===== src/rtl/user_ip_apb_guard_if.sv =====
// rtl/user_ip_apb_guard_if.sv - APB4 bus bundle used on both sides of the guard
interface user_ip_apb_guard_if #(
   parameter int ADDR_WIDTH = 32,
   parameter int DATA_WIDTH = 32
);
   logic [ADDR_WIDTH-1:0]   paddr;
   logic [2:0]              pprot;
   logic                    psel;
   logic                    penable;
   logic                    pwrite;
   logic [DATA_WIDTH-1:0]   pwdata;
   logic [DATA_WIDTH/8-1:0] pstrb;
   logic                    pready;
   logic [DATA_WIDTH-1:0]   prdata;
   logic                    pslverr;

   // Requester side: drives the request, receives the response
   modport master (
      output paddr, pprot, psel, penable, pwrite, pwdata, pstrb,
      input  pready, prdata, pslverr
   );

   // Completer side: receives the request, drives the response
   modport slave (
      input  paddr, pprot, psel, penable, pwrite, pwdata, pstrb,
      output pready, prdata, pslverr
   );
endinterface


===== src/rtl/user_ip_apb_guard.sv =====
// rtl/user_ip_apb_guard.sv - APB4 pass-through with stall timeout and idle-only IP select update
`ifndef USER_IPSEL_WIDTH
`define USER_IPSEL_WIDTH 2
`endif

module user_ip_apb_guard #(
   parameter int                    ADDR_WIDTH  = 32,
   parameter int                    DATA_WIDTH  = 32,
   parameter int                    SEL_WIDTH   = `USER_IPSEL_WIDTH,
   parameter int                    TIMEOUT_CYC = 256,
   parameter logic [DATA_WIDTH-1:0] ERR_DATA    = 32'hDEAD_BEEF
) (
   input  logic                 clk_i,
   input  logic                 rst_n_i,
   user_ip_apb_guard_if.slave   s,
   user_ip_apb_guard_if.master  m,
   input  logic [SEL_WIDTH-1:0] sel_req_i,
   output logic [SEL_WIDTH-1:0] sel_o,
   output logic                 sel_busy_o,
   output logic                 tmo_irq_o,
   output logic [15:0]          tmo_cnt_o,
   input  logic                 tmo_clr_i
);

   typedef enum logic [1:0] {
      ST_IDLE,
      ST_ACCESS,
      ST_ABORT
   } state_t;

   // Last wait-counter value still allowed in ACCESS before the transfer is killed
   localparam logic [15:0] WAIT_LIMIT = 16'(TIMEOUT_CYC - 1);

   state_t                 state_q, state_d;
   logic [15:0]            wait_q, wait_d;
   logic [15:0]            tmo_cnt;
   logic [SEL_WIDTH-1:0]   sel_q;
   logic                   abort;

   assign abort = (state_q == ST_ABORT);

   // State and wait counter registers
   always_ff @(posedge clk_i or negedge rst_n_i) begin
      if (!rst_n_i) begin
         state_q <= ST_IDLE;
         wait_q  <= 16'd0;
      end else begin
         state_q <= state_d;
         wait_q  <= wait_d;
      end
   end

   // Next state: the first ACCESS cycle is seen in IDLE, so the counter enters ACCESS at 1
   always_comb begin
      state_d = state_q;
      wait_d  = wait_q;
      case (state_q)
         ST_IDLE: begin
            wait_d = 16'd0;
            if (s.psel && s.penable && !m.pready) begin
               state_d = ST_ACCESS;
               wait_d  = 16'd1;
            end
         end
         ST_ACCESS: begin
            if (m.pready || !s.psel) begin
               // normal completion wins over a simultaneous limit hit
               state_d = ST_IDLE;
               wait_d  = 16'd0;
            end else if (wait_q == WAIT_LIMIT) begin
               state_d = ST_ABORT;
               wait_d  = 16'd0;
            end else begin
               wait_d = wait_q + 16'd1;
            end
         end
         ST_ABORT: begin
            state_d = ST_IDLE;
            wait_d  = 16'd0;
         end
         default: begin
            state_d = ST_IDLE;
            wait_d  = 16'd0;
         end
      endcase
   end

   // Bus outputs: pass-through, forced quiet during reset, and overridden in the abort cycle
   always_comb begin
      m.paddr   = '0;
      m.pprot   = '0;
      m.psel    = 1'b0;
      m.penable = 1'b0;
      m.pwrite  = 1'b0;
      m.pwdata  = '0;
      m.pstrb   = '0;
      s.pready  = 1'b0;
      s.prdata  = '0;
      s.pslverr = 1'b0;
      if (rst_n_i) begin
         m.paddr   = s.paddr;
         m.pprot   = s.pprot;
         m.pwrite  = s.pwrite;
         m.pwdata  = s.pwdata;
         m.pstrb   = s.pstrb;
         m.psel    = s.psel & ~abort;
         m.penable = s.penable & ~abort;
         s.pready  = abort | m.pready;
         s.prdata  = abort ? ERR_DATA : m.prdata;
         s.pslverr = abort | m.pslverr;
      end
   end

   // Saturating abort counter; software clear has priority
   always_ff @(posedge clk_i or negedge rst_n_i) begin
      if (!rst_n_i) begin
         tmo_cnt <= 16'd0;
      end else if (tmo_clr_i) begin
         tmo_cnt <= 16'd0;
      end else if (abort && (tmo_cnt != 16'hFFFF)) begin
         tmo_cnt <= tmo_cnt + 16'd1;
      end
   end

   // IP select follows the request only when no transfer is open, so the mux never switches mid-transfer
   always_ff @(posedge clk_i or negedge rst_n_i) begin
      if (!rst_n_i) begin
         sel_q <= '0;
      end else if ((state_q == ST_IDLE) && !s.psel) begin
         sel_q <= sel_req_i;
      end
   end

   assign sel_o      = sel_q;
   assign sel_busy_o = (sel_req_i != sel_q);
   assign tmo_irq_o  = abort;
   assign tmo_cnt_o  = tmo_cnt;

endmodule


===== src/flat_wrapper.sv =====
// flat-port wrapper written by rule: the top's interface ports become plain ports
module user_ip_apb_guard_flat 
#(
   parameter int                    ADDR_WIDTH  = 32,
   parameter int                    DATA_WIDTH  = 32,
   parameter int                    SEL_WIDTH   = `USER_IPSEL_WIDTH,
   parameter int                    TIMEOUT_CYC = 256,
   parameter logic [DATA_WIDTH-1:0] ERR_DATA    = 32'hDEAD_BEEF
)
  (clk_i, rst_n_i, sel_req_i, sel_o, sel_busy_o, tmo_irq_o, tmo_cnt_o, tmo_clr_i, s_paddr, s_pprot, s_psel, s_penable, s_pwrite, s_pwdata, s_pstrb, s_pready, s_prdata, s_pslverr, m_paddr, m_pprot, m_psel, m_penable, m_pwrite, m_pwdata, m_pstrb, m_pready, m_prdata, m_pslverr);
  user_ip_apb_guard_if #(.ADDR_WIDTH(ADDR_WIDTH), .DATA_WIDTH(DATA_WIDTH)) s_i ();
  user_ip_apb_guard_if #(.ADDR_WIDTH(ADDR_WIDTH), .DATA_WIDTH(DATA_WIDTH)) m_i ();
  input  logic clk_i;
  input  logic rst_n_i;
  input  logic [SEL_WIDTH-1:0] sel_req_i;
  output logic [SEL_WIDTH-1:0] sel_o;
  output logic sel_busy_o;
  output logic tmo_irq_o;
  output logic [15:0] tmo_cnt_o;
  input  logic tmo_clr_i;
  input wire logic [$bits(s_i.paddr)-1:0] s_paddr;
  input wire logic [$bits(s_i.pprot)-1:0] s_pprot;
  input wire logic [$bits(s_i.psel)-1:0] s_psel;
  input wire logic [$bits(s_i.penable)-1:0] s_penable;
  input wire logic [$bits(s_i.pwrite)-1:0] s_pwrite;
  input wire logic [$bits(s_i.pwdata)-1:0] s_pwdata;
  input wire logic [$bits(s_i.pstrb)-1:0] s_pstrb;
  output wire logic [$bits(s_i.pready)-1:0] s_pready;
  output wire logic [$bits(s_i.prdata)-1:0] s_prdata;
  output wire logic [$bits(s_i.pslverr)-1:0] s_pslverr;
  output wire logic [$bits(m_i.paddr)-1:0] m_paddr;
  output wire logic [$bits(m_i.pprot)-1:0] m_pprot;
  output wire logic [$bits(m_i.psel)-1:0] m_psel;
  output wire logic [$bits(m_i.penable)-1:0] m_penable;
  output wire logic [$bits(m_i.pwrite)-1:0] m_pwrite;
  output wire logic [$bits(m_i.pwdata)-1:0] m_pwdata;
  output wire logic [$bits(m_i.pstrb)-1:0] m_pstrb;
  input wire logic [$bits(m_i.pready)-1:0] m_pready;
  input wire logic [$bits(m_i.prdata)-1:0] m_prdata;
  input wire logic [$bits(m_i.pslverr)-1:0] m_pslverr;
  assign s_i.paddr = s_paddr;
  assign s_i.pprot = s_pprot;
  assign s_i.psel = s_psel;
  assign s_i.penable = s_penable;
  assign s_i.pwrite = s_pwrite;
  assign s_i.pwdata = s_pwdata;
  assign s_i.pstrb = s_pstrb;
  assign s_pready = s_i.pready;
  assign s_prdata = s_i.prdata;
  assign s_pslverr = s_i.pslverr;
  assign m_paddr = m_i.paddr;
  assign m_pprot = m_i.pprot;
  assign m_psel = m_i.psel;
  assign m_penable = m_i.penable;
  assign m_pwrite = m_i.pwrite;
  assign m_pwdata = m_i.pwdata;
  assign m_pstrb = m_i.pstrb;
  assign m_i.pready = m_pready;
  assign m_i.prdata = m_prdata;
  assign m_i.pslverr = m_pslverr;
  user_ip_apb_guard #(.ADDR_WIDTH(ADDR_WIDTH), .DATA_WIDTH(DATA_WIDTH), .SEL_WIDTH(SEL_WIDTH), .TIMEOUT_CYC(TIMEOUT_CYC), .ERR_DATA(ERR_DATA)) u_core (.clk_i(clk_i), .rst_n_i(rst_n_i), .s(s_i), .m(m_i), .sel_req_i(sel_req_i), .sel_o(sel_o), .sel_busy_o(sel_busy_o), .tmo_irq_o(tmo_irq_o), .tmo_cnt_o(tmo_cnt_o), .tmo_clr_i(tmo_clr_i));
endmodule

===== config.mk =====
export PLATFORM = sky130hd
export DESIGN_NAME = user_ip_apb_guard_flat
export DESIGN_NICKNAME = d
export VERILOG_FILES = /design/src/rtl/user_ip_apb_guard_if.sv /design/src/rtl/user_ip_apb_guard.sv /design/src/flat_wrapper.sv
export SDC_FILE = /design/constraint.sdc
export NUM_CORES = 1
export LEC_CHECK = 0
export BUFFER_PORTS_ARGS = -buffer_cell sky130_fd_sc_hd__buf_4
export CAP_MARGIN = 30
export CORE_AREA = 5 5 89 91
export CTS_BUF_LIST = sky130_fd_sc_hd__clkbuf_4 sky130_fd_sc_hd__clkbuf_8
export CTS_CLUSTER_SIZE = 14
export DETAILED_ROUTE_END_ITERATION = 8
export DIE_AREA = 0 0 94 96
export PLACE_DENSITY = 0.85
export SETUP_SLACK_MARGIN = 0.1
export SLEW_MARGIN = 25
export SYNTH_ARGS = -nofsm -noshare
export SYNTH_HDL_FRONTEND = slang
export SYNTH_SLANG_ARGS = --single-unit

===== constraint.sdc =====
create_clock -name clk_i -period 3.2 [get_ports clk_i]
set_clock_uncertainty 0.2 [all_clocks]
set_input_delay 0.96 -clock clk_i [delete_from_list [all_inputs] [get_ports clk_i]]
set_output_delay 0.96 -clock clk_i [all_outputs]
set_load 0.03 [all_outputs]

* Word level (Yosys, flattened, before mapping) *
Index checks and enable logic that the tools add are counted.

word-level totals
  flip-flop bits (word level) = 36
  input port bits = 113
  output and inout bits = 128
  logic and storage cells = 49

cells by class
  add/subtract/negate cells = 2
  equality and inequality tests = 7
  mux-type cells = 21
  bitwise logic cells = 5
  reduce and logical (&&, ||, !) cells = 10

operators by type and width
  cell                                                                     count
  32-bit two-way mux                                                       4
  16-bit two-way mux                                                       4
  16-bit by 1-bit adder with 16-bit output, second input constant          2
  16-bit one-hot mux with 2 select lines                                   1
  16-bit by 8-bit == test with 1-bit output, second input constant         1
  16-bit inequality test, second input constant                            1
  1-bit two-way mux                                                        6
  2-bit two-way mux                                                        3
  1-bit logical AND                                                        4
  4-bit two-way mux                                                        1
  2-bit one-hot mux with 2 select lines                                    1
  3-bit two-way mux                                                        1
  3-bit by 1-bit inequality test with 1-bit output, second input constant  1
  1-bit AND                                                                2
  2-bit by 1-bit == test with 1-bit output, second input constant          1
  2-bit == test, second input constant                                     1
  1-bit logical NOT                                                        2
  2-bit logical NOT                                                        1
  2-bit by 1-bit inequality test with 1-bit output, second input constant  1
  2-bit inequality test                                                    1
  1-bit bitwise OR                                                         2
  2-bit AND reduction                                                      1
  2-bit nonzero test                                                       1
  1-bit logical OR                                                         1
  1-bit NOT                                                                1

* Longest topological paths before layout *
Gate-level depths: netlist of the first run.

  depth after elaboration = 4
  gate-level depth with buffers = 7
  mapped depth without buffers = 5

* Worst setup path before layout of the first run *
OpenSTA, ideal clock, no wires.

  path type = in2out
  start = input port rst_n_i
  end = output port s_prdata[10]
  arrival = 2019 ps
  data required time = 2040 ps
  slack = 21 ps
  stages on the path = 4
  path through = clkbuf_1 clkbuf_1 clkbuf_1 o21a_1

on the way
  longest elaborated chain between the ends = 1

ends and longest elaborated chain
  item                line                      source
  start: declaration  flat_wrapper.sv:14        input logic rst_n_i;
  32-bit two-way mux  user_ip_apb_guard.sv:100  if (rst_n_i) begin
  end: declaration    flat_wrapper.sv:29        output wire logic [$bits(s_i.prdata)-1:0] s_prdata;

No other way between the ends.

* Final worst setup path of the first run *
  start = input port rst_n_i
  end = output port s_prdata[31]

The elaborated chain is that of the path after synthesis.

==> results of run 1 <==
## power by group
| part | internal (W) | switching (W) |
|---|---|---|
| combinational | 0.000237 | 0.000281 |
| clock | 0.000275 | 0.000171 |
| sequential | 0.000460 | 0.00000511 |
## stage by stage
step / utilization, % / worst slack [ns] / hold slack (ns) / power, W / instance area, um2
after floorplan: - / 0.0737 / 0.288 / 0.000720 / 2700
after global placement: 65.6 / 0.249 / 0.316 / 0.000992 / 4630
after detailed placement: 65.6 / 0.243 / 0.327 / 0.000996 / 4630
after CTS: 67.4 / 0.231 / 0.337 / 0.00143 / 4760
after global routing: 67.4 / 0.199 / 0.332 / 0.00148 / 4760
final: 67.4 / 0.248 / 0.334 / 0.00143 / 4760
## cell usage in the layout (no fill, tap or decap), types with 4 or more instances in the layout
master	n
inv_1	7
nand2_1	16
nor3_1	7
buf_4	243
nand4_1	8
nor2_1	22
clkbuf_8	7
o21a_2	20
xor2_1	5
mux2_2	4
nor4_1	7
and2_1	72
xnor2_1	10
a21oi_1	9
o311ai_0	4
and3_1	13
o21ai_0	6
o21a_1	7
dfrtp_1	36
nand3_1	10
## worst max path at each step
stage,endpoint,slack [ns],cells after the start
global route,s_prdata[29],0.20,4
finish,s_prdata[31],0.25,4
CTS,s_prdata[31],0.23,4
detailed placement,s_prdata[31],0.24,4
global placement,s_prdata[31],0.25,4
floorplan,s_prdata[10],0.07,4
## layout make-up
class / count / area [um2] / share of cell area, %
inverters: 8 / 31.3 / 0.657
well taps: 99 / 124 / 2.60
repair buffers: 246 / 1880 / 39.6
clock inverters: 1 / 30.0 / 0.631
clock buffers: 7 / 96.3 / 2.02
flip-flops and latches: 36 / 901 / 18.9
multi-input cells: 253 / 1690 / 35.6
## synthesized netlist by cell type, types with 6 or more instances
master / number
clkbuf_1: 17
nor2_1: 22
nor3_1: 7
and2_1: 72
nand2_1: 16
inv_1: 7
o21ai_0: 6
nor4_1: 7
dfrtp_1: 36
nand4_1: 8
xnor2_1: 10
a21oi_1: 9
o21a_1: 27
nand3_1: 10
and3_1: 13
## layer usage
| layer | share of wire [%] | GRT usage (%) | vias up |
|---|---|---|---|
| met4 | 0.97 | 4.93 | 2 |
| met1 | 37 | 33.4 | 1517 |
| met3 | 14 | 11.3 | 15 |
| met5 | 0.15 | 0 | - |
| met2 | 49 | 45.7 | 219 |
| li1 | - | - | 1571 |
## cells by family (layout without fill, tap and decap cells)
logic type      Yosys count  count (layout)  share of synthesized area, %
compound gates           53              53                          13.8
xor+xnor                 15              15                          4.92
fa+ha+maj                 2               2                         0.936
buf+inv                  27             262                          3.89
flops                    36              36                          33.7
mux                       5               5                          2.06
simple gates            178             178                          40.7
## critical path, cell delays in order
cell and delay [ns]:
buf_4 0.26, buf_12 0.22, o21a_1 0.17, buf_4 0.17
## registers in the layout, indices dropped and copies added, names as in the netlist
name / cells
u_core.state_q: 2
u_core.wait_q: 16
u_core.tmo_cnt_o: 16
u_core.sel_o: 2
## repair_timing
action,CTS,global route
setup endpoints to repair,26,0
resized for setup,1,0
hold endpoints to repair,0,0
==> flow_summary.toml, run 1 <==
[global_routing]
grt-ovfl-total = 0
grt_usage_pct = 27.3
antenna_found_initial = 1
grt_pass1_wl_mm = 18.7
grt_pass1_vias = 3242
grt_max_degree = 41

[clocking]
cts.sinks = 36
cts_buffers = 5
post-cts-setup-buffer-count = 0
hold_buffers = 0
clockBufferDepth = 2
clk_latency_ns = 0.30
clkSlewWorstSetupHoldPaths_ns = 0.08
htreeDepth = 2
cts-root-buf = "clkbuf_8"
cts_tree = "built"

[floorplan]
fp.dieArea_um2 = 9020
die_h_um = 96
die_w_um = 94
start_util_pct = 37.9
pin_count = 241
core_um2 = 7060
rows = 31

[power_and_ir_drop]
p_leak_nw = 2.41
ir_drop_mv = 0.445
p_per_area_nw_per_um2 = 300

[flow_run]
drv_cap = 0

[synth]
synth_top_cell_by_area = "dfrtp_1"
synth_seq_cells = 36
synth_edf_count = 0
synth_fp_nets = 431
syn-instance-count = 316
ys_warn_count = 0
yosysUniqueCellTypes = 44
synth_flop_cell = "dfrtp_1"
ys_seq_area_share_pct = 33.7
yosysTopAreaCellShare_pct = 33.7
syn_area_um2 = 2670
synth_area_leaders = "dfrtp_1 34%, and2_1 17%, o21a_1 7.6%, xnor2_1 3.3%, nor2_1 3.1%"
synthArstFlopShare_pct = 100
syn_area_per_cell_um2 = 8.46

[layout]
num-nets-final = 665
antenna_cells = 0
synthToLayoutAreaGrowth_pct = 78.1
fin_cells = 650
drive_above_1_share_pct = 52.1
nFillCells = 579

[setup_path]
critPathArrivalTime_ns = 1.79
start_kind = "primary input"
worst-path-max-fanout = 31
endpoint_kind = "primary output"
reg2reg_depth = 5
cp-startpoint = "rst_n_i"
required_ns = 2.04
timing.rr.end = "u_core.wait_q[0]"
r2r_setup_slack_ns = 1.06
critical_path_class = "in2out"
r2r-start = "u_core.wait_q[0]"

[route]
finalWirelength_mm = 13.0
drcViolationCount = 0
avgRoutedWirePerCell_um = 20.1
vias_per_cell = 5.11
firstDrtPassIters = 4
antenna_left = 0
drtIter0Drc = 264
vias = 3324

[status]
status = "complete, no violations"

[timing]
slew_headroom_pct = 58.4
finalCritPeriodShare_pct = 92.2
hold_viol_final = 0
fmax_mhz = 339
setup_viol = 0
fin_tns_setup_ns = 0
slew_violations = 0
period_needed_ns = 2.95
worst_pin_slew_ns = 0.625
rsz0062_at_grt = "false"

[placement]
hpwlAfterDp_mm = 11.1
numPortBuffers = 240
globalplace.congestion = 1.00
dp.cells = 642

[worst_hold_path]
hold_path_class = "in2async"
No activity file was read; power rests on OpenSTA's default activity.
==> run 2, diff against run 1 <==
--- a/config.mk
+++ b/config.mk
@@ -7,12 +7,12 @@
 export LEC_CHECK = 0
 export BUFFER_PORTS_ARGS = -buffer_cell sky130_fd_sc_hd__buf_4
 export CAP_MARGIN = 30
-export CORE_AREA = 5 5 89 91
+export CORE_AREA = 5 5 91 93
 export CTS_BUF_LIST = sky130_fd_sc_hd__clkbuf_4 sky130_fd_sc_hd__clkbuf_8
 export CTS_CLUSTER_SIZE = 14
 export DETAILED_ROUTE_END_ITERATION = 8
-export DIE_AREA = 0 0 94 96
-export PLACE_DENSITY = 0.85
+export DIE_AREA = 0 0 96 98
+export PLACE_DENSITY = 0.82
 export SETUP_SLACK_MARGIN = 0.1
 export SLEW_MARGIN = 25
 export SYNTH_ARGS = -nofsm -noshare
==> constraint.sdc (replaced) <==
create_clock -name clk_i -period 3.6 [get_ports clk_i]
set_clock_uncertainty 0.2 [all_clocks]
set_input_delay 1.08 -clock clk_i [delete_from_list [all_inputs] [get_ports clk_i]]
set_output_delay 1.08 -clock clk_i [all_outputs]
set_load 0.03 [all_outputs]
==> run 2 against run 1 <==
  * Global-route usage grew 0.91 points
  * Power down 17%
  * Clock power shrank 29%
  * Highest routed layer unchanged
==> flow_summary.toml, run 2 (synthesis results as in run 1) <==
[status]
status = "complete, no violations"

[route]
vias_per_cell = 5.12
wl_met3_mm = 1.59
highest_layer = "met5"
finalWirelength_mm = 13.7
avgRoutedWirePerCell_um = 21.0
wl_met1_mm = 5.45
vias = 3330
antenna_left = 0
firstDrtPassIters = 5
drtIter0Drc = 272
route.met2.wl_mm = 6.40
drcViolationCount = 0

[floorplan]
core_um2 = 7450
fp.dieArea_um2 = 9410
pin_count = 241
die_h_um = 98
start_util_pct = 35.9
rows = 32
die_w_um = 96

[clocking]
cts.sinks = 36
clk_latency_ns = 0.29
post-cts-setup-buffer-count = 0
hold_buffers = 0
cts_tree = "built"
cts_buffers = 5
clockBufferDepth = 2
clkSlewWorstSetupHoldPaths_ns = 0.07
cts-root-buf = "clkbuf_8"
htreeDepth = 2
post_cts_resize_count = 0

[layout]
synthToLayoutAreaGrowth_pct = 74.9
layout_commonest_cell = "buf_4"
final_cell_mix = "244 x buf_4, 72 x and2_1, 36 x dfrtp_1"
num-nets-final = 664
drive_above_1_share_pct = 48.1
antenna_cells = 0
nFillCells = 644

[timing]
holdWs_ns = 0.372
slew_violations = 0
fin_tns_setup_ns = 0
fmax_mhz = 312
period_needed_ns = 3.20
setup_viol = 0
slew_headroom_pct = 55.4
hold_viol_final = 0
rsz0062_at_grt = "false"
finalCritPeriodShare_pct = 88.9
worst_pin_slew_ns = 0.669

[placement]
globalplace.congestion = 0.963
numPortBuffers = 240
hpwlAfterDp_mm = 11.2

[power_and_ir_drop]
p_sw_w = 0.000399
p_leak_nw = 2.37
internal_power_w = 0.000783
ir_drop_mv = 0.231
p_clk_share_pct = 26.8
p_per_area_nw_per_um2 = 253
p_sw_share_pct = 33.7
seq_power_share_pct = 35.0
pwr-share-comb_pct = 38.2

[setup_path]
r2r-start = "u_core.wait_q[0]"
worst-path-max-fanout = 116
path_common_cell = "buf_4"
start_kind = "primary input"
critPathArrivalTime_ns = 1.92
critical-path-max-stage-delay_ns = 0.30
cp_slowest_cell = "buf_12"
endpoint_kind = "primary output"
timing.rr.end = "u_core.wait_q[0]"
worstPathCellList = "buf_4, buf_12, and3_1, buf_4"
critical_path_class = "in2out"
reg2reg_depth = 5
required_ns = 2.32
r2r_setup_slack_ns = 1.37

[global_routing]
antenna_found_initial = 2
grt_pass1_vias = 3239
grt_max_degree = 117
grt_usage_pct = 28.2
grt_pass1_wl_mm = 19.7
grt-ovfl-total = 0

[worst_hold_path]
holdPathEnd = "u_core.wait_q[0]"
worst_hold_startpoint = "u_core.wait_q[0]"
hold_path_class = "reg2reg"
worstHoldPathCells = 1

[flow_run]
drv_cap = 0
## run 2: cell count changes in the layout (fill, tap and decap cells not counted), sizes merged
cell,delta
buf,-1
bufinv,-1
## run 2: per-layer routing
metal  vias to the layer above  GRT usage (%)
met5                         -              0
met4                         4           4.38
met3                        17           10.2
met2                       206           45.2
met1                      1536           37.1
li1                       1567              -
## run 2: how the worst max path moves through the flow
stage	from	to	slack [ns]	cells after the start
6_report	rst_n_i	s_prdata[8]	0.40	4
5_1_grt	rst_n_i	m_penable	0.32	4
4_1_cts	rst_n_i	s_prdata[31]	0.38	4
3_5_place_dp	rst_n_i	s_prdata[31]	0.39	4
3_3_place_gp	rst_n_i	s_prdata[31]	0.42	4
2_1_floorplan	rst_n_i	s_prdata[10]	0.18	4
## run 2: cell type report
class / count / area [um2] / share of cell area [%]
multi-input cells: 253 / 1670 / 35.7
repair buffers: 245 / 1850 / 39.6
inverters: 8 / 30.0 / 0.642
well taps: 102 / 128 / 2.73
flip-flops and latches: 36 / 901 / 19.3
clock buffers: 7 / 96.3 / 2.06
## run 2: power groups by stage
stage                     clock network (W)  registers (W)  logic, W
after floorplan                           0       0.000426  0.000211
after global placement                    0       0.000421  0.000450
after detailed placement                  0       0.000421  0.000453
after CTS                          0.000318       0.000413  0.000455
after global routing               0.000335       0.000414  0.000476
final                              0.000317       0.000414  0.000451
## run 2: metrics by stage
step	instance area (um2)	total power [W]	util (%)	worst slack, ns	std cells
floorplan	2670	0.000637	-	0.181	316
global placement	4580	0.000871	61.5	0.416	644
detailed placement	4580	0.000874	61.5	0.386	644
CTS	4670	0.00119	62.8	0.381	651
global route	4670	0.00122	62.8	0.325	651
finish	4670	0.00118	62.8	0.398	651
## run 2: worst max-delay path, delay by kind of cell
kind,cells,cell delay (ns)
buf+inv,3,0.55
simple gates,1,0.22
==> run 3, diff against run 2 <==
--- a/config.mk
+++ b/config.mk
@@ -12,6 +12,7 @@
 export CTS_CLUSTER_SIZE = 14
 export DETAILED_ROUTE_END_ITERATION = 8
 export DIE_AREA = 0 0 96 98
+export GPL_TIMING_DRIVEN = 0
 export PLACE_DENSITY = 0.82
 export SETUP_SLACK_MARGIN = 0.1
 export SLEW_MARGIN = 25
==> run 3 against run 2 <==
  * Worst hold slack worse by 0.024 ns
  * Power grew 0.48%
  * Die area unchanged
  * Sequential power about the same
  * Sequential cell count stayed put
  * Largest cell class unchanged
==> flow_summary.toml, run 3 (synthesis results as in run 1) <==
[setup_path]
crit_family = "buffers and inverters"
worstPathCellList = "buf_12, clkbuf_4, clkbuf_2, o21a_1, buf_4"
cp_slowest_cell = "clkbuf_4"
critical_path_class = "in2out"
critPathArrivalTime_ns = 2.11
reg2reg_depth = 5
critical-path-max-stage-delay_ns = 0.24
required_ns = 2.32
start_kind = "primary input"
crit_buf_inv = 4
path_depth = 5
endpoint_kind = "primary output"
worst-path-max-fanout = 45

[route]
drcViolationCount = 0
finalWirelength_mm = 13.1
firstDrtPassIters = 5
antenna_left = 0
drtIter0Drc = 227
vias = 3400
avgRoutedWirePerCell_um = 19.7
vias_per_cell = 5.11

[floorplan]
die_h_um = 98
start_util_pct = 35.9
core_um2 = 7450
die_w_um = 96
rows = 32
pin_count = 241
fp.dieArea_um2 = 9410

[power_and_ir_drop]
p_leak_nw = 2.38
p_per_area_nw_per_um2 = 252
ir_drop_mv = 0.249

[global_routing]
grt-ovfl-total = 0
grt_usage_pct = 26.8
antenna_found_initial = 2
grt_pass1_wl_mm = 18.9
grt_max_degree = 46
grt_pass1_vias = 3276

[timing]
finalCritPeriodShare_pct = 94.1
rsz0062_at_grt = "false"
slew_headroom_pct = 63.4
slew_violations = 0
fmax_mhz = 295
holdWs_ns = 0.347
hold_viol_final = 0
worst_pin_slew_ns = 0.544
period_needed_ns = 3.39
fin_ws_ns = 0.212
setup_viol = 0

[clocking]
hold_buffers = 0
post_cts_resize_count = 5
clk_latency_ns = 0.29
cts-root-buf = "clkbuf_8"
clockBufferDepth = 2
post-cts-setup-buffer-count = 0
cts.sinks = 36
htreeDepth = 2
cts_tree = "built"
cts_buffers = 5
clkSlewWorstSetupHoldPaths_ns = 0.07

[placement]
numPortBuffers = 240
globalplace.congestion = 0.954
hpwlAfterDp_mm = 11.2
post-place-ws_ns = -0.624

[layout]
layout_commonest_cell = "buf_4"
num-nets-final = 677
antenna_cells = 0
final_cell_mix = "239 x buf_4, 72 x and2_1, 36 x dfrtp_1"
synthToLayoutAreaGrowth_pct = 76.5
post-route-util_pct = 63.3
drive_above_1_share_pct = 47.2

[status]
status = "complete, no violations"

[worst_hold_path]
hold_path_class = "reg2reg"
worstHoldPathCells = 1

[flow_run]
drv_cap = 0
run 3: per-layer routing:
| layer | routed length [um] | vias up | global-route usage [%] |
|---|---|---|---|
| li1 | - | 1594 | - |
| met1 | 5170 | 1578 | 34.7 |
| met2 | 5900 | 199 | 40.9 |
| met3 | 1690 | 27 | 11.1 |
| met4 | 297 | 2 | 7.22 |
| met5 | 14 | - | 0 |
run 3: path summary, 6_finish.rpt:
check / to / slack [ns] / from
worst max register to register: u_core.tmo_cnt_o[12] / 1.54 / u_core.tmo_cnt_o[0]
worst min register to register: u_core.tmo_cnt_o[13] / 0.35 / u_core.tmo_cnt_o[13]
worst min-delay path: u_core.tmo_cnt_o[13] / 0.35 / u_core.tmo_cnt_o[13]
worst max-delay path: s_prdata[12] / 0.21 / rst_n_i
min in group asynchronous: u_core.tmo_cnt_o[6] / 0.43 / rst_n_i
max in group asynchronous: u_core.wait_q[5] / 2.55 / rst_n_i
run 3: power by group:
part / switching (W) / leakage [nW] / internal [W]
combinational: 0.000250 / 1.83 / 0.000206
sequential: 0.00000438 / 0.497 / 0.000409
clock: 0.000147 / 0.0523 / 0.000171
run 3: metrics by stage:
stage	instance area, um2	total power [W]	cells	TNS (ns)
after floorplan	2670	0.000637	316	0
after CTS	4710	0.00119	665	0
after global placement	4600	0.000874	658	-31.93
after detailed placement	4600	0.000877	658	-34.19
after global routing	4720	0.00124	665	0
final	4720	0.00119	665	0
run 3: area by class of cell:
cell class                 instances  area [um2]
fill                             628        2730
timing repair buffer             240        1810
multi-input combinational        253        1670
sequential                        36         901
tap                              102         128
clock buffer                       8        97.6
buffer                            18        77.6
inverter                           8        30.0
